File: src/rtl/link_pkg.sv
// Shared definitions for the link bring-up sequencer: state encoding and retry width.
package link_pkg;

  localparam logic [2:0] ST_IDLE   = 3'd0;
  localparam logic [2:0] ST_CLEAR  = 3'd1;
  localparam logic [2:0] ST_SETTLE = 3'd2;
  localparam logic [2:0] ST_ARM    = 3'd3;
  localparam logic [2:0] ST_RUN    = 3'd4;
  localparam logic [2:0] ST_FAULT  = 3'd5;

  localparam int RETRY_W = 4;

  typedef enum logic [2:0] {
    S_IDLE   = ST_IDLE,
    S_CLEAR  = ST_CLEAR,
    S_SETTLE = ST_SETTLE,
    S_ARM    = ST_ARM,
    S_RUN    = ST_RUN,
    S_FAULT  = ST_FAULT
  } state_t;

endpackage

File: src/rtl/link_sequencer_if.sv
// Control/status bundle between the link sequencer and its controller / transmitter-receiver pair.
interface link_sequencer_if #(
  parameter int ERR_W = 8
);
  import link_pkg::*;

  // start/stop/valid are level flags sampled every rising edge; there is no
  // ready/backpressure path, the sequencer consumes them unconditionally.
  logic               start;
  logic               stop;
  logic               valid;
  logic               ctr_clr;
  logic               ctr_en;
  logic               conv_en_n;
  logic               locked;
  logic               fault;
  logic               busy;
  logic [RETRY_W-1:0] retry_cnt;
  logic [ERR_W-1:0]   drop_cnt;
  state_t             dbg_state;

  modport master (
    input  start, stop, valid,
    output ctr_clr, ctr_en, conv_en_n, locked, fault, busy, retry_cnt, drop_cnt, dbg_state
  );

  modport slave (
    output start, stop, valid,
    input  ctr_clr, ctr_en, conv_en_n, locked, fault, busy, retry_cnt, drop_cnt, dbg_state
  );

endinterface

File: src/rtl/sat_counter.sv
// Up-counter with synchronous clear that sticks at all-ones instead of wrapping.
module sat_counter #(
  parameter int W = 8
) (
  input  logic         clk,
  input  logic         rst_n,
  input  logic         clr,
  input  logic         en,
  output logic [W-1:0] count
);

  always_ff @(posedge clk or negedge rst_n) begin
    if (!rst_n) begin
      count <= '0;
    end else if (clr) begin
      count <= '0;
    end else if (en && (count != '1)) begin
      count <= count + W'(1);
    end
  end

endmodule

File: src/rtl/link_sequencer.sv
// Moore sequencer: clear, settle, arm converters, wait for valid; monitors the
// running link, retries bring-up a bounded number of times, then latches fault.
module link_sequencer
  import link_pkg::*;
#(
  parameter int CLR_CYCLES    = 4,
  parameter int SETTLE_CYCLES = 5,
  parameter int LOCK_TIMEOUT  = 16,
  parameter int DROP_LIMIT    = 3,
  parameter int MAX_RETRIES   = 3,
  parameter int ERR_W         = 8
) (
  input  logic              clk,
  input  logic              rst_n,
  link_sequencer_if.master  bus
);

  localparam int MAX_AB = (CLR_CYCLES > SETTLE_CYCLES) ? CLR_CYCLES : SETTLE_CYCLES;
  localparam int MAX_CD = (LOCK_TIMEOUT > DROP_LIMIT) ? LOCK_TIMEOUT : DROP_LIMIT;
  localparam int MAX_T  = (MAX_AB > MAX_CD) ? MAX_AB : MAX_CD;
  localparam int TW     = $clog2(MAX_T) + 1;
  localparam logic [RETRY_W-1:0] MAX_R = RETRY_W'(MAX_RETRIES);

  state_t             state, next_state;
  logic [TW-1:0]      timer, timer_nxt;
  logic [RETRY_W-1:0] retry_cnt, retry_nxt;
  logic               lock_fail;
  logic               drop_clr, drop_en;
  logic               ctr_clr_q, ctr_en_q, conv_en_n_q, locked_q, fault_q, busy_q;

  // The single state timer counts down to zero; a state lasts reload+1 cycles.
  function automatic logic [TW-1:0] reload(state_t s);
    case (s)
      S_CLEAR:  return TW'(CLR_CYCLES - 1);
      S_SETTLE: return TW'(SETTLE_CYCLES - 1);
      S_ARM:    return TW'(LOCK_TIMEOUT - 1);
      S_RUN:    return TW'(DROP_LIMIT - 1);
      default:  return '0;
    endcase
  endfunction

  always_comb begin
    next_state = state;
    timer_nxt  = timer;
    retry_nxt  = retry_cnt;
    lock_fail  = 1'b0;
    case (state)
      S_IDLE: begin
        if (bus.start) begin
          next_state = S_CLEAR;
          retry_nxt  = '0;
        end
      end
      S_CLEAR: begin
        if (timer == '0) next_state = S_SETTLE;
        else             timer_nxt  = timer - TW'(1);
      end
      S_SETTLE: begin
        if (timer == '0) next_state = S_ARM;
        else             timer_nxt  = timer - TW'(1);
      end
      S_ARM: begin
        if (bus.valid)        next_state = S_RUN;
        else if (timer == '0) lock_fail  = 1'b1;
        else                  timer_nxt  = timer - TW'(1);
      end
      S_RUN: begin
        // Timer here tracks the remaining tolerance of consecutive low cycles.
        if (bus.valid)        timer_nxt = reload(S_RUN);
        else if (timer == '0) lock_fail = 1'b1;
        else                  timer_nxt = timer - TW'(1);
      end
      S_FAULT: begin
        next_state = S_FAULT;
      end
      default: begin
        next_state = S_IDLE;
      end
    endcase

    if (lock_fail) begin
      if (retry_cnt < MAX_R) begin
        retry_nxt  = retry_cnt + RETRY_W'(1);
        next_state = S_CLEAR;
      end else begin
        next_state = S_FAULT;
      end
    end

    if (bus.stop) begin
      next_state = S_IDLE;
      retry_nxt  = retry_cnt;
    end

    if (next_state != state) timer_nxt = reload(next_state);
  end

  always_ff @(posedge clk or negedge rst_n) begin
    if (!rst_n) begin
      state       <= S_IDLE;
      timer       <= '0;
      retry_cnt   <= '0;
      ctr_clr_q   <= 1'b0;
      ctr_en_q    <= 1'b0;
      conv_en_n_q <= 1'b1;
      locked_q    <= 1'b0;
      fault_q     <= 1'b0;
      busy_q      <= 1'b0;
    end else begin
      state       <= next_state;
      timer       <= timer_nxt;
      retry_cnt   <= retry_nxt;
      // Outputs are registered from the next state so they change with the state register.
      ctr_clr_q   <= (next_state == S_CLEAR);
      ctr_en_q    <= (next_state == S_SETTLE) || (next_state == S_ARM) || (next_state == S_RUN);
      conv_en_n_q <= !((next_state == S_ARM) || (next_state == S_RUN));
      locked_q    <= (next_state == S_RUN);
      fault_q     <= (next_state == S_FAULT);
      busy_q      <= (next_state != S_IDLE) && (next_state != S_FAULT);
    end
  end

  // Dropouts count even on a cycle where stop wins the transition.
  assign drop_en  = (state == S_RUN) && !bus.valid;
  assign drop_clr = (state == S_IDLE) && bus.start && !bus.stop;

  sat_counter #(.W(ERR_W)) u_drop_cnt (
    .clk   (clk),
    .rst_n (rst_n),
    .clr   (drop_clr),
    .en    (drop_en),
    .count (bus.drop_cnt)
  );

  assign bus.ctr_clr   = ctr_clr_q;
  assign bus.ctr_en    = ctr_en_q;
  assign bus.conv_en_n = conv_en_n_q;
  assign bus.locked    = locked_q;
  assign bus.fault     = fault_q;
  assign bus.busy      = busy_q;
  assign bus.retry_cnt = retry_cnt;
  assign bus.dbg_state = state;

endmodule

File: src/flat_wrapper.sv
// flat-port wrapper written by rule: the top's interface ports become plain ports
module link_sequencer_flat import link_pkg::*;
#(
  parameter int CLR_CYCLES    = 4,
  parameter int SETTLE_CYCLES = 5,
  parameter int LOCK_TIMEOUT  = 16,
  parameter int DROP_LIMIT    = 3,
  parameter int MAX_RETRIES   = 3,
  parameter int ERR_W         = 8
)
  (clk, rst_n, bus_start, bus_stop, bus_valid, bus_ctr_clr, bus_ctr_en, bus_conv_en_n, bus_locked, bus_fault, bus_busy, bus_retry_cnt, bus_drop_cnt, bus_dbg_state);
  link_sequencer_if #(.ERR_W(ERR_W)) bus_i ();
  input  logic clk;
  input  logic rst_n;
  input wire logic [$bits(bus_i.start)-1:0] bus_start;
  input wire logic [$bits(bus_i.stop)-1:0] bus_stop;
  input wire logic [$bits(bus_i.valid)-1:0] bus_valid;
  output wire logic [$bits(bus_i.ctr_clr)-1:0] bus_ctr_clr;
  output wire logic [$bits(bus_i.ctr_en)-1:0] bus_ctr_en;
  output wire logic [$bits(bus_i.conv_en_n)-1:0] bus_conv_en_n;
  output wire logic [$bits(bus_i.locked)-1:0] bus_locked;
  output wire logic [$bits(bus_i.fault)-1:0] bus_fault;
  output wire logic [$bits(bus_i.busy)-1:0] bus_busy;
  output wire logic [$bits(bus_i.retry_cnt)-1:0] bus_retry_cnt;
  output wire logic [$bits(bus_i.drop_cnt)-1:0] bus_drop_cnt;
  output wire logic [$bits(bus_i.dbg_state)-1:0] bus_dbg_state;
  assign bus_i.start = bus_start;
  assign bus_i.stop = bus_stop;
  assign bus_i.valid = bus_valid;
  assign bus_ctr_clr = bus_i.ctr_clr;
  assign bus_ctr_en = bus_i.ctr_en;
  assign bus_conv_en_n = bus_i.conv_en_n;
  assign bus_locked = bus_i.locked;
  assign bus_fault = bus_i.fault;
  assign bus_busy = bus_i.busy;
  assign bus_retry_cnt = bus_i.retry_cnt;
  assign bus_drop_cnt = bus_i.drop_cnt;
  assign bus_dbg_state = bus_i.dbg_state;
  link_sequencer #(.CLR_CYCLES(CLR_CYCLES), .SETTLE_CYCLES(SETTLE_CYCLES), .LOCK_TIMEOUT(LOCK_TIMEOUT), .DROP_LIMIT(DROP_LIMIT), .MAX_RETRIES(MAX_RETRIES), .ERR_W(ERR_W)) u_core (.clk(clk), .rst_n(rst_n), .bus(bus_i));
endmodule
File: config.mk
export PLATFORM = sky130hd
export DESIGN_NAME = link_sequencer_flat
export DESIGN_NICKNAME = d
export VERILOG_FILES = /design/src/rtl/link_pkg.sv /design/src/rtl/link_sequencer_if.sv /design/src/rtl/sat_counter.sv /design/src/rtl/link_sequencer.sv /design/src/flat_wrapper.sv
export SDC_FILE = /design/constraint.sdc
export NUM_CORES = 1
export LEC_CHECK = 0
export CORE_MARGIN = 5
export CORE_UTILIZATION = 30
export CTS_CLUSTER_DIAMETER = 80
export CTS_CLUSTER_SIZE = 10
export DETAILED_ROUTE_END_ITERATION = 8
export PLACE_DENSITY_LB_ADDON = 0.2
export RECOVER_POWER = 50
export SLEW_MARGIN = 20
export SYNTH_ARGS = -nofsm -noshare
export SYNTH_HDL_FRONTEND = slang
export SYNTH_SLANG_ARGS = --single-unit
File: constraint.sdc
create_clock -name clk -period 3 [get_ports clk]
set_input_delay 0.45 -clock clk [delete_from_list [all_inputs] [get_ports clk]]
set_output_delay 0.45 -clock clk [all_outputs]
set_load 0.01 [all_outputs]
## Word-level counts from Yosys, hierarchy flattened

Cells that the tools add are included.

| word-level totals | value |
|---|---|
| register bits after elaboration | 26 |
| output and inout port bits | 21 |

| operators by class | value |
|---|---|
| $add $sub $neg | 3 |
| $lt $le $gt $ge | 1 |
| equal/unequal tests | 14 |
| muxes and demuxes | 23 |
| reductions and logical operators | 19 |

Operators by type and width:

| kind | count |
|---|---|
| $mux 3 | 7 |
| $mux 5 | 4 |
| $pmux 3 s6 | 1 |
| $mux 4 | 4 |
| $mux 8 | 2 |
| $pmux 4 s4 | 1 |
| $pmux 5 s3 | 1 |
| $eq 3x2->1 const B | 4 |
| $eq 3x3->1 const B | 4 |
| $add 8x1->8 const B | 1 |
| $ne 8x8->1 const B | 1 |
| $eq 3x1->1 const B | 2 |
| $logic_and 1x1->1 | 5 |
| $logic_not 5->1 | 1 |
| $sub 5x1->5 const B | 1 |
| $add 4x1->4 const B | 1 |
| $lt 4x2->1 const B | 1 |
| $reduce_bool 4->1 | 1 |
| $reduce_or 2->1 | 2 |
| $logic_not 1->1 | 3 |
| $logic_not 3->1 | 1 |
| $logic_or 1x1->1 | 3 |
| $mux 1 | 3 |
| $ne 3x2->1 const B | 1 |
| other kinds (5) | 5 |

## Longest topological paths before layout

Gate-level depths: netlist (run 1).

| logic depth | value |
|---|---|
| depth in word-level cells | 9 |
| depth in mapped cells | 9 |
| gate-level depth less buffers | 8 |

## Hierarchy

A second synthesis (run 1) with hierarchy kept.

| second synthesis, totals | value |
|---|---|
| cell total of the unflattened synthesis | 173 |
| area, all modules | 1604.0 um^2 |

By module, submodules not included:

| module | instances | cells an instance | area each (um^2) |
|---|---|---|---|
| link_sequencer | 1 | 124 | 1139.8 |
| sat_counter | 1 | 49 | 464.2 |

## Worst setup path before layout (run 1)

No wires, ideal clock.

| timing | value |
|---|---|
| path type | register to register |
| start point | reg u_core.timer[0] |
| end point | reg u_core.timer[0] |
| setup time | 0.125 ns |
| data arrival time | 2.610 ns |
| data required time | 2.875 ns |
| setup slack | 0.265 ns |
| stages on the path, launching flop included | 10 |
| path buffers | 1 |
| clock period less this slack | 2.735 ns |
| path through | dfrtp_1 inv_1 ha_1 or4b_1 buf_2 a211oi_2 mux2i_1 xnor2_1 a2111oi_4 mux2_2 |

| between the ends | value |
|---|---|
| word-level cells in the longest chain between the ends | 9 |
| elaborated cells on any way between the ends | 24 |
| classes of those cells | 1 x add/sub; 6 x eq/ne; 14 x mux; 3 x reduce/logical |

Ends and longest elaborated chain:

| what | line | RTL |
|---|---|---|
| from (decl) | link_sequencer.sv:25 | `logic [TW-1:0] timer, timer_nxt;` |
| from (signal assigned) | link_sequencer.sv:111 | `timer <= timer_nxt;` |
| $logic_not 5->1 | n/a |  |
| $mux 1 | link_sequencer.sv:64, link_sequencer.sv:70 |  |
| $mux 1 | link_sequencer.sv:69 | `if (bus.valid) timer_nxt = reload(S_RUN);` |
| $mux 1 | n/a |  |
| $mux 3 | link_sequencer.sv:81 | `if (lock_fail) begin` |
| $mux 3 | link_sequencer.sv:90 | `if (bus.stop) begin` |
| $eq 3x3->1, or another cell as far along | link_sequencer.sv:33 | `case (s)` |
| $pmux 4 s4, or another cell as far along | link_sequencer.sv:33 |  |
| $mux 5 / $reduce_and 2->1 (equally long branches) | n/a |  |

Parallel ways exist; a longest one is shown, timed or not. The select of a mux whose other input is x is not followed.
A chain may end at the register's enable or synchronous reset.

## Worst setup path after layout (run 1)

| timing | value |
|---|---|
| start point | reg u_core.timer[0] |
| end point | reg u_core.timer[1] |

Same word-level chain as after synthesis.

==> impl_metrics.tcl, run 1 <==
set metrics [dict create \
    drt_iter0_markers 55 \
    netlist-cell-type-count 44 \
    cts_sinks 26 \
    hold_ws_ns 0.543 \
    grt_use_total_pct 11.6 \
    irDropWorstVdd_mv 0.282 \
    cts_buffers 3 \
    synth_compound_area_share_pct 15.1 \
    nFillCells 506 \
    wl_mm 3.51 \
    crit_required_ns 3.15 \
    h-tree-depth 1 \
    design_area_um2 1960 \
    synth-edff-count 0 \
    io_buffers 25 \
    cts_max_path_buffers 2 \
    p_sw_share_pct 38.2 \
    seq_area_frac_synth_pct 42.6 \
    crit_type "reg2reg" \
    synth_area_per_cell_um2 9.22 \
    ant_nets 0 \
    hp-class "reg2reg" \
    crit_path_end_kind "flip-flop" \
    worst_ep_arrival_time_ns 3.03 \
    fmax_mhz 347 \
    clk_latency_ns 0.26 \
    initial_core_util_pct 30.3 \
    drc 0 \
    ios 26 \
    slew_violations 0 \
    dp_hpwl_mm 2.57 \
    p_sw_mw 0.557 \
    place_congestion 0.833 \
    die_area_um2 6630 \
    setup_slack_ns 0.117 \
    async_flop_share_pct 100 \
    place_ws_ns 0.0719 \
    comb_power_share_pct 53.2 \
    cts_root_buffer "clkbuf_8" \
    design.core.area_um2 5040 \
    setup_tns_ns 0 \
    synthMuxAreaShare_pct 4.91 \
    cts_tree "yes" \
    post-route-period-util_pct 96.1 \
    synth_nets 175 \
    synthAdderAreaFrac_pct 3.27 \
    drive_gt1_share_pct 13.3 \
    syn-instance-count 166 \
    ys_warn_count 0 \
    p_clk_share_pct 15.0 \
    intPower_mw 0.902 \
    yosys_most_used_dff "dfrtp_1" \
    area_delta_synth_final_pct 28.0 \
    status "complete, no violations" \
    antenna_cells 0 \
    synth_top_family_by_area "simple AND/OR/NAND/NOR gates" \
    yosys.area_share.simple_pct 24.4 \
    seq_power_share_pct 31.8 \
    die_h_um 81.4 \
    power_leakage_nw 0.899 \
    cap_violations 0 \
    ys_seq_elements 26 \
    first_global_vias 1267 \
    synthXorXnorAreaFrac_pct 5.15 \
    syn-cell-area_um2 1530 \
    final-hold-violation-count 0 \
    die_w_um 81.4 \
    grt_max_degree 27 \
    placed_cell_area_um2 1900 \
    via_per_inst 4.80 \
    relSlewSlack_pct 7.72 \
    final_util_pct 38.8 \
    rows 26 \
    clk_pin_slew_ns 0.09 \
    wl_per_cell_um 13.3 \
    grt_first_pass_wirelength_mm 6.02 \
    worst_setup_path_start_kind "flip-flop" \
    fin_crit_ns 2.88 \
    worst_pin_slew_ns 1.38 \
    power_density_nw_per_um2 745 \
    skew_ns 0.00301 \
    grt_overflow 0 \
    nets 205 \
    path_max_fanout 7 \
    antenna_found_initial 0 \
    setup-violations-final 0 \
    via_count 1271 \
    first_pass_iters 5 \
]
[power by group through the flow]
stage / Clock [mW] / Combinational (mW) / Sequential (mW)
after global routing: 0.243 / 0.863 / 0.473
after floorplan: 0 / 0.513 / 0.469
final: 0.219 / 0.777 / 0.463
after CTS: 0.229 / 0.766 / 0.464
after global placement: 0 / 0.736 / 0.468
after detailed placement: 0 / 0.762 / 0.470
[cell usage in the layout (no fill, tap or decap), drive strengths merged, types with 2 or more instances in the layout]
| cell type | instances |
|---|---|
| mux2 | 4 |
| nand2b | 2 |
| nor2 | 25 |
| inv | 8 |
| a21oi | 5 |
| o21ai | 9 |
| nor3 | 7 |
| nor3b | 3 |
| and2 | 2 |
| buf | 9 |
| mux2i | 3 |
| dfrtp | 25 |
| xor2 | 5 |
| nand4 | 2 |
| ha | 4 |
| and3 | 2 |
| a211oi | 3 |
| dlygate4sd3 | 11 |
| xnor2 | 4 |
| clkbuf | 5 |
| nor4b | 2 |
| a21o | 2 |
| clkdlybuf4s50 | 14 |
| nor2b | 6 |
| nand2 | 12 |
| a31oi | 3 |
| nand3 | 3 |
[cell usage after synthesis (all sizes together) (2+ instances only)]
| cell | instances | area share [%] |
|---|---|---|
| xor2 | 5 | 2.9 |
| xnor2 | 4 | 2.3 |
| nand2 | 12 | 2.9 |
| nor2 | 25 | 6.1 |
| nor3b | 3 | 1.5 |
| dfrtp | 25 | 41 |
| mux2 | 4 | 2.9 |
| a21o | 2 | 0.98 |
| buf | 2 | 0.65 |
| nor4b | 2 | 1.6 |
| nor3 | 7 | 2.3 |
| and2 | 2 | 0.82 |
| nand2b | 2 | 0.82 |
| a21oi | 5 | 1.6 |
| a31oi | 3 | 1.2 |
| mux2i | 3 | 2.0 |
| o21ai | 9 | 3.2 |
| a211oi | 3 | 1.8 |
| inv | 8 | 2.0 |
| clkbuf | 8 | 2.0 |
| nand4 | 2 | 0.82 |
| nand3 | 3 | 0.98 |
| ha | 4 | 3.3 |
| nor2b | 6 | 2.5 |
| and3 | 2 | 0.82 |
[metrics by stage]
step                      std cells  total power [mW]
after CTS                       264              1.46
after detailed placement        260              1.23
final                           265              1.46
after global placement          260              1.20
after global routing            265              1.58
after floorplan                 166             0.982
[logic make-up (layout without fill, tap and decap cells)]
group | count (synthesis) | in the layout
xor+xnor | 9 | 9
fa+ha+maj | 4 | 4
compound gates | 30 | 30
flops | 26 | 26
buf+inv | 18 | 47
simple gates | 72 | 72
mux | 7 | 7
[routing by layer]
layer,wire length (um),global-route usage (%)
met2,1690,18.7
met3,129,2.08
met1,1660,15.3
met4,40,4.39
met5,0,0
[critical path: stages, from the launching register on]
cell and delay, ns:
dfrtp_1 0.43, inv_1 0.15, ha_1 0.19, or4b_4 0.53, a211oi_2 0.21, mux2i_1 0.30, xnor2_1 0.15, a2111oi_4 0.27
buf_4 0.20, mux2_2 0.34
[sequential cells by signal, summed over array words and instances, names as in the netlist]
register	count
u_core.bus.locked	1
u_core.bus.retry_cnt	4
u_core.bus.busy	1
u_core.bus.fault	1
u_core.bus.dbg_state	3
u_core.u_drop_cnt.count	8
u_core.bus.ctr_en	1
u_core.bus.ctr_clr	1
u_core.timer	5
u_core.bus.conv_en_n	1
[layout make-up]
class	count	area, um^2	share of cell area (%)
Timing Repair Buffer	35	322	16.4
Tap cell	70	87.6	4.47
Inverter	8	30.0	1.53
Clock buffer	4	55.1	2.81
Multi-Input combinational cell	122	812	41.5
Sequential cell	26	652	33.3
[what timing repair did]
action	in CTS	in global routing
gates resized for setup	0	1
hold buffers	0	0
setup buffers	0	1
endpoints found under the setup margin	0	3
[path summary, 6_finish.rpt]
path | startpoint | endpoint | slack, ns | depth (start not counted)
min in group asynchronous | rst_n | u_core.bus.fault$_DFF_PN0_ | 1.02 | 2
setup reg to reg | u_core.timer[0]$_DFFE_PN0P_ | u_core.timer[1]$_DFFE_PN0P_ | 0.12 | 9
max in group asynchronous | rst_n | u_core.bus.retry_cnt[2]$_DFFE_PN0N_ | 1.17 | 2
hold / removal | u_core.bus.retry_cnt[2]$_DFFE_PN0N_ | u_core.bus.retry_cnt[2]$_DFFE_PN0N_ | 0.54 | 1
setup / recovery | u_core.timer[0]$_DFFE_PN0P_ | u_core.timer[1]$_DFFE_PN0P_ | 0.12 | 9
hold reg to reg | u_core.bus.retry_cnt[2]$_DFFE_PN0N_ | u_core.bus.retry_cnt[2]$_DFFE_PN0N_ | 0.54 | 1
No activity file was read; power rests on OpenSTA's default activity.
==> inputs of run 2 (changes only) <==
- PLACE_DENSITY_LB_ADDON: 0.2 -> 0.3
==> impl_metrics.tcl, run 2 (same netlist as run 1, synthesis figures left out) <==
set metrics [dict create \
    antenna_cells 0 \
    place_congestion 0.793 \
    worst_setup_path_start_kind "flip-flop" \
    crit_required_ns 3.16 \
    cts_buffers 3 \
    die_w_um 81.4 \
    h-tree-depth 1 \
    rows 26 \
    setup_slack_ns 0.211 \
    hp-class "reg2reg" \
    setup-violations-final 0 \
    cts_max_path_buffers 2 \
    die_h_um 81.4 \
    final-hold-violation-count 0 \
    total_power_mw 1.44 \
    slew_violations 0 \
    grt_use_total_pct 11.2 \
    power_leakage_nw 0.891 \
    via_count 1239 \
    design.core.area_um2 5040 \
    via_per_inst 4.66 \
    skew_ns 0.00290 \
    nFillCells 516 \
    post-route-period-util_pct 93.0 \
    drt_iter0_markers 104 \
    cap_violations 0 \
    grt_max_degree 27 \
    most-common-layout-cells "nor2_1, dfrtp_1, clkdlybuf4s50_1, nand2_1, dlygate4sd3_1" \
    setup_tns_ns 0 \
    wl_per_cell_um 12.6 \
    crit_type "reg2reg" \
    fmax_mhz 359 \
    cts_sinks 26 \
    placed_cell_area_um2 1910 \
    clk_latency_ns 0.26 \
    design_area_um2 1960 \
    drive_gt1_share_pct 12.8 \
    rsz0062_at_grt "false" \
    cts_tree "yes" \
    area_delta_synth_final_pct 28.0 \
    die_area_um2 6630 \
    wl_mm 3.35 \
    first_pass_iters 4 \
    grt_first_pass_wirelength_mm 5.75 \
    irDropWorstVdd_mv 0.389 \
    path_max_fanout 5 \
    hold_ws_ns 0.541 \
    grt_overflow 0 \
    worst_pin_slew_ns 1.37 \
    status "complete, no violations" \
    place_ws_ns 0.210 \
    antenna_found_initial 0 \
    regMostFlops "u_core.u_drop_cnt.count" \
    initial_core_util_pct 30.3 \
    cp_cell_sequence "inv_1 -> ha_1 -> or4b_1 -> a211oi_2 -> mux2i_1 -> xnor2_1 -> a2111oi_4 -> mux2_2" \
    ff_latch_area_um2 652 \
    nets 206 \
    fin_crit_ns 2.79 \
    critical-path-top-delay-family "multiplexers" \
    ios 26 \
    cts_hold_buf 0 \
    slowest_stage "or4b_1" \
    ant_nets 0 \
    clk_pin_slew_ns 0.09 \
    multi_input_area_um2 808 \
    io_buffers 25 \
    first_global_vias 1226 \
    relSlewSlack_pct 8.94 \
    postCtsSetupBuffers 0 \
    power_density_nw_per_um2 734 \
    cts_resized 0 \
    cts_root_buffer "clkbuf_8" \
    crit_path_end_kind "flip-flop" \
    worst_ep_arrival_time_ns 2.95 \
    path_buf_inv 1 \
    drc 0 \
    critPathMaxStageDelay_ns 0.51 \
    largest_reg_flops 8 \
    dp_hpwl_mm 2.47 \
    reg.largest.list "u_core.u_drop_cnt.count x8, u_core.timer x5, u_core.bus.retry_cnt x4" \
]
[run 2: cell types whose count changed in the layout (fill, tap and decap cells not counted), sizes merged]
cell	previous run	this run
clkdlybuf4s50	14	15
clkbuf	5	6
dlygate4sd3	11	10
[run 2: stage by stage]
stage / std cells / util [%]
after global placement: 262 / 37.9
final: 266 / 38.8
after floorplan: 166 / -
after CTS: 266 / 39.0
after global routing: 266 / 38.8
after detailed placement: 262 / 37.9
[run 2: final timing paths]
kind | from | to | slack [ns] | depth (start not counted)
setup / recovery | u_core.timer[0]$_DFFE_PN0P_ | u_core.timer[0]$_DFFE_PN0P_ | 0.21 | 8
hold / removal | u_core.bus.retry_cnt[3]$_DFFE_PN0N_ | u_core.bus.retry_cnt[3]$_DFFE_PN0N_ | 0.54 | 1
setup reg to reg | u_core.timer[0]$_DFFE_PN0P_ | u_core.timer[0]$_DFFE_PN0P_ | 0.21 | 8
hold reg to reg | u_core.bus.retry_cnt[3]$_DFFE_PN0N_ | u_core.bus.retry_cnt[3]$_DFFE_PN0N_ | 0.54 | 1
max in group asynchronous | rst_n | u_core.u_drop_cnt.count[2]$_DFFE_PN0P_ | 1.19 | 2
min in group asynchronous | rst_n | u_core.u_drop_cnt.count[3]$_DFFE_PN0P_ | 1.01 | 2
[run 2: final cells by class]
type,instances,area share [%]
flip-flops and latches,26,33.3
inverters,8,1.53
repair buffers,36,16.6
clock buffers,4,2.81
well taps,70,4.47
multi-input cells,122,41.3
[run 2: routing by layer]
layer	global-route usage (%)	routed length, um	up-vias
li1	-	-	632
met1	15.2	1560	583
met2	17.1	1640	22
met3	1.75	110	2
met4	5.57	39	0
met5	0	0	-
[run 2: where the power goes]
| group | internal, mW | switching, mW |
|---|---|---|
| combinational | 0.366 | 0.399 |
| sequential | 0.410 | 0.0422 |
| clock | 0.117 | 0.104 |
==> inputs of run 3 (changes only) <==
- clock period: 3 -> 2.3 ns (I/O delays scaled with it)
==> impl_metrics.tcl, run 3 (same netlist as run 1, synthesis figures left out) <==
set metrics [dict create \
    drive_gt1_share_pct 28.6 \
    hp-class "reg2reg" \
    clk_pin_slew_ns 0.10 \
    violations "setup timing" \
    power_density_nw_per_um2 1020 \
    slew_violations 0 \
    ios 26 \
    antenna_found_initial 0 \
    cap_violations 0 \
    via_count 1376 \
    clk_latency_ns 0.27 \
    reg.largest.list "u_core.u_drop_cnt.count x8, u_core.timer x5, u_core.bus.retry_cnt x4" \
    path_buf_inv 2 \
    critPathMaxStageDelay_ns 0.50 \
    rsz0062_at_grt "true" \
    h-tree-depth 1 \
    io_buffers 25 \
    regMostFlops "u_core.u_drop_cnt.count" \
    die_w_um 81.4 \
    drc 0 \
    status "finished with violations" \
    cts_sinks 26 \
    irDropWorstVdd_mv 0.469 \
    place_congestion 0.759 \
    ant_nets 0 \
    die_area_um2 6630 \
    setup_slack_ns -0.233 \
    worst_setup_path_start_kind "flip-flop" \
    nFillCells 485 \
    cts_root_buffer "clkbuf_8" \
    hold_ws_ns 0.537 \
    final-hold-violation-count 0 \
    post-route-period-util_pct 110 \
    skew_ns 0.00310 \
    wl_mm 3.69 \
    die_h_um 81.4 \
    grt_max_degree 27 \
    worst_pin_slew_ns 1.38 \
    crit_required_ns 2.47 \
    antenna_cells 0 \
    first_global_vias 1307 \
    fin_crit_ns 2.53 \
    crit_path_end_kind "flip-flop" \
    grt_overflow 0 \
    drt_iter0_markers 34 \
    cp_cell_sequence "inv_2 -> ha_4 -> or4b_4 -> a211oi_4 -> mux2i_2 -> xnor2_2 -> a2111oi_4 -> buf_4 -> mux2_4" \
    worst_ep_arrival_time_ns 2.70 \
    crit_type "reg2reg" \
    final_common_cell "buf_4" \
    rows 26 \
    place_ws_ns -0.297 \
    grt_first_pass_wirelength_mm 6.26 \
    wl_per_cell_um 12.6 \
    critical-path-top-delay-family "multiplexers" \
    area_delta_synth_final_pct 47.2 \
    nets 234 \
    grt_use_total_pct 12.2 \
    relSlewSlack_pct 8.31 \
    slowest_stage "or4b_4" \
    largest_reg_flops 8 \
    design.core.area_um2 5040 \
    fmax_mhz 395 \
    setup-violations-final 5 \
    final_util_pct 44.7 \
    cts_max_path_buffers 2 \
    via_per_inst 4.68 \
    most-common-layout-cells "buf_4, nor2_1, dfrtp_1, clkdlybuf4s50_1, nand2_1" \
    dp_hpwl_mm 2.71 \
    path_max_fanout 4 \
    cts_buffers 3 \
    setup_tns_ns -0.991 \
    first_pass_iters 4 \
    power_leakage_nw 1.06 \
    initial_core_util_pct 30.3 \
    cts_tree "yes" \
]
run 3: cell types whose count changed in the layout (fill, tap and decap cells not counted), moves of 3 or more:
| cell | change |
|---|---|
| clkdlybuf4s50_1 | +3 |
| mux2_4 | +3 |
| buf_4 | +28 |
| mux2_2 | -3 |
| inv_2 | +3 |
| dlygate4sd3_1 | -3 |
| inv_1 | -3 |
run 3: power by group:
part	internal, mW	total (mW)	leakage, nW	switching [mW]
Sequential	0.535	0.570	0.351	0.0345
Clock	0.233	0.386	0.0357	0.153
Combinational	0.737	1.35	0.670	0.614
Total	1.51	2.31	1.06	0.801
run 3: cell type report:
type / instances / area [um^2] / area share (%)
Clock buffer: 3 / 41.3 / 1.83
Clock inverter: 1 / 30.0 / 1.33
Inverter: 8 / 30.0 / 1.33
Multi-Input combinational cell: 122 / 868 / 38.6
Sequential cell: 26 / 652 / 28.9
Tap cell: 70 / 87.6 / 3.89
Timing Repair Buffer: 64 / 543 / 24.1
run 3: timing repair:
action                     4_1_cts  5_1_grt
setup endpoints to repair        7        6
setup buffers                    6        3
hold buffers                     0        0
gates resized for setup         10        2
pin swaps                        1        1
run 3: layer usage:
layer	track usage, %	vias up	routed length [um]
li1	-	692	-
met1	15.5	663	1660
met2	20.8	17	1900
met3	1.75	4	86
met4	4.56	0	47
met5	0	-	0
run 3: path summary, 6_finish.rpt:
check	from	to	slack [ns]	cells past startpoint
worst min register to register	u_core.bus.retry_cnt[3]$_DFFE_PN0N_	u_core.bus.retry_cnt[3]$_DFFE_PN0N_	0.54	1
worst max register to register	u_core.timer[0]$_DFFE_PN0P_	u_core.timer[0]$_DFFE_PN0P_	-0.23	9
worst min-delay path	u_core.bus.retry_cnt[3]$_DFFE_PN0N_	u_core.bus.retry_cnt[3]$_DFFE_PN0N_	0.54	1
min in group asynchronous	rst_n	u_core.bus.ctr_clr$_DFF_PN0_	0.91	2
worst max-delay path	u_core.timer[0]$_DFFE_PN0P_	u_core.timer[0]$_DFFE_PN0P_	-0.23	9
max in group asynchronous	rst_n	u_core.bus.dbg_state[2]$_DFF_PN0_	0.59	2
run 3: worst register-to-register path, delay by kind of cell (launching register included):
kind	cells	cell delay (ns)
multiplexers	2	0.62
AND/OR/NAND/NOR	1	0.50
AO/OA/AOI/OAI	2	0.40
flip-flops	1	0.39
buffers and inverters	2	0.27
adder cells (fa/ha/maj)	1	0.13
XOR/XNOR	1	0.11
run 3: stage by stage:
stage | area (um^2) | power, mW | cells
after floorplan | 1550 | 1.30 | 166
after global placement | 2080 | 1.76 | 282
after detailed placement | 2080 | 1.77 | 282
after CTS | 2220 | 2.30 | 291
after global routing | 2250 | 2.48 | 294
final | 2250 | 2.31 | 294
==> variant, RTL diff (flow settings as in run 2) <==
`CLR_CYCLES` is set to 4 in 2 places; all go to 2.
--- a/src/rtl/link_sequencer.sv
+++ b/src/rtl/link_sequencer.sv
@@ -4,5 +4,5 @@
   import link_pkg::*;
 #(
-  parameter int CLR_CYCLES    = 4,
+  parameter int CLR_CYCLES    = 2,
   parameter int SETTLE_CYCLES = 5,
   parameter int LOCK_TIMEOUT  = 16,
--- a/src/flat_wrapper.sv
+++ b/src/flat_wrapper.sv
@@ -2,5 +2,5 @@
 module link_sequencer_flat import link_pkg::*;
 #(
-  parameter int CLR_CYCLES    = 4,
+  parameter int CLR_CYCLES    = 2,
   parameter int SETTLE_CYCLES = 5,
   parameter int LOCK_TIMEOUT  = 16,
Formal check against the unedited RTL: not equivalent (a bounded check fails within 4 cycles, from zero or initial values and one cycle with rst_n low).
==> variant against run 2 <==
Final cell count decreased by 4.5%. Global-route usage increased by 0.27 points. Final area decreased by 0.89%. Setup slack got worse by 0.068 ns. Wire length increased by 0.78%. Area after synthesis decreased by 0.82%. Sequential cell count unchanged. Fmax decreased by 2.4%. Power increased by 2.0%. Critical path type unchanged. Critical endpoint is now u_core.timer[2].
==> variant: results (changes against run 2) <==
status: complete, no violations
R2R cell count: 9 (+1)
synth top area cells: dfrtp_1, nor2_1, mux2i_1
Lkg Pwr: 0.8818 nW (-1.1%)
net count after synthesis: 163 (-6.9%)
RR Endpoint: u_core.timer[2]
slowest stage delay, CP: 0.59 ns (+0.08 ns)
first-pass GRT wire length: 5.961 mm (+3.7%)
Primary FF master, synth: dfrtp_1
Worst Max-Slew Pin Slew: 1.380 ns (+0.01403 ns)
Synth top cells by count: dfrtp_1, nor2_1, nand2_1
GRT met2 Usage: 0.1757 (+0.004688)
met3 wire len: 99 microns (-10%)
routing usage on met1: 0.1637 (+0.01138)
final worst path period need: 2.857 ns (+0.06810 ns)
met1 wire length: 1.697 mm (+9.1%)
pre-CTS WS: 0.2024 ns (-0.007856 ns)
routed len/inst: 13.28 microns (+5.5%)
Worst Path Arrival: 3.05 ns (+0.10 ns)
vias in the first global route: 1222 (-0.33%)
reg-to-reg slack, setup: 0.14 ns (-0.07 ns)
Peak VDD IR: 0.2582 mV (-34%)
Yosys warnings: 0 (unchanged)
clock root buffer master: clkbuf_8
DP Area: 1874 sq um (-1.9%)
synth unique cells: 47 (+6.8%)
gpl congestion: 0.7434 (-6.2%)
DR iter-0 viols: 41 (-61%)
Layout Nets: 197 (-4.4%)
Vias/cell: 4.768 (+2.4%)
Pint: 0.9037 mW (+1.2%)
sequential fraction of the synthesis area: 0.4295 (+0.003512)
clk_skew: 0.005046 ns (+0.002144 ns)
HPWL after detailed placement: 2.415 mm (-2.1%)
clk_lat worst skew: 0.27 ns
overall routing resource usage: 0.1144 (+0.002721)
Worst path top cell family by delay: simple AND/OR/NAND/NOR gates
PortBufs: 25 (unchanged)
post-synth top area share: 0.4122 (+0.003370)
DR WL met2: 1.526 mm (-7.0%)
critical path peak fanout: 6 (+1)
clk buf depth: 2 (unchanged)
layout cells sized above 1: 0.1283 (+0.0007912)
GR Layer Usage met3: 0.01220 (-0.005349)
largest net degree at the start of global routing: 27 (unchanged)
-- variant: changes by cell type after synthesis, moves of 3 or more --
| cell | change |
|---|---|
| nor2_1 | -3 |
| and2b_1 | +3 |
| clkbuf_1 | -7 |
| mux2i_1 | +3 |
| mux2_2 | -3 |
-- variant: area by class of cell --
cell class / instances / area, sq um
fill: 499 / 2877
multi-input combinational: 115 / 798.3
sequential: 26 / 651.9
timing repair buffer: 36 / 329.1
tap: 67 / 83.83
clock buffer: 4 / 55.05
inverter: 6 / 22.52
-- variant: logic make-up (layout without fill, tap and decap cells) --
logic type,count (synthesis),after routing,synth area share
AO/OA/AOI/OAI,31,31,0.1657
adder cells (fa/ha/maj),4,4,0.03298
multiplexers,7,7,0.04699
buffers and inverters,13,46,0.04451
flip-flops,26,26,0.4295
XOR/XNOR,10,10,0.05771
AND/OR/NAND/NOR,63,63,0.2226
-- variant: per-stage QoR --
stage / hold slack [ns] / cells
after floorplan: 0.1544 / 154
after global placement: 0.5122 / 248
after detailed placement: 0.5180 / 248
after CTS: 0.5401 / 252
after global routing: 0.5611 / 254
final: 0.5376 / 254
-- variant: what timing repair did --
item,4_1_cts,5_1_grt
endpoints found under the hold margin,0,0
endpoints found under the setup margin,0,3
buffers inserted,0,2
-- variant: power by group through the flow --
| stage | sequential, mW | combinational [mW] | clock [mW] |
|---|---|---|---|
| detailed placement | 0.467 | 0.750 | 0 |
| finish | 0.459 | 0.783 | 0.224 |
| floorplan | 0.483 | 0.508 | 0 |
| CTS | 0.461 | 0.752 | 0.239 |
| global placement | 0.468 | 0.741 | 0 |
| global route | 0.470 | 0.877 | 0.247 |
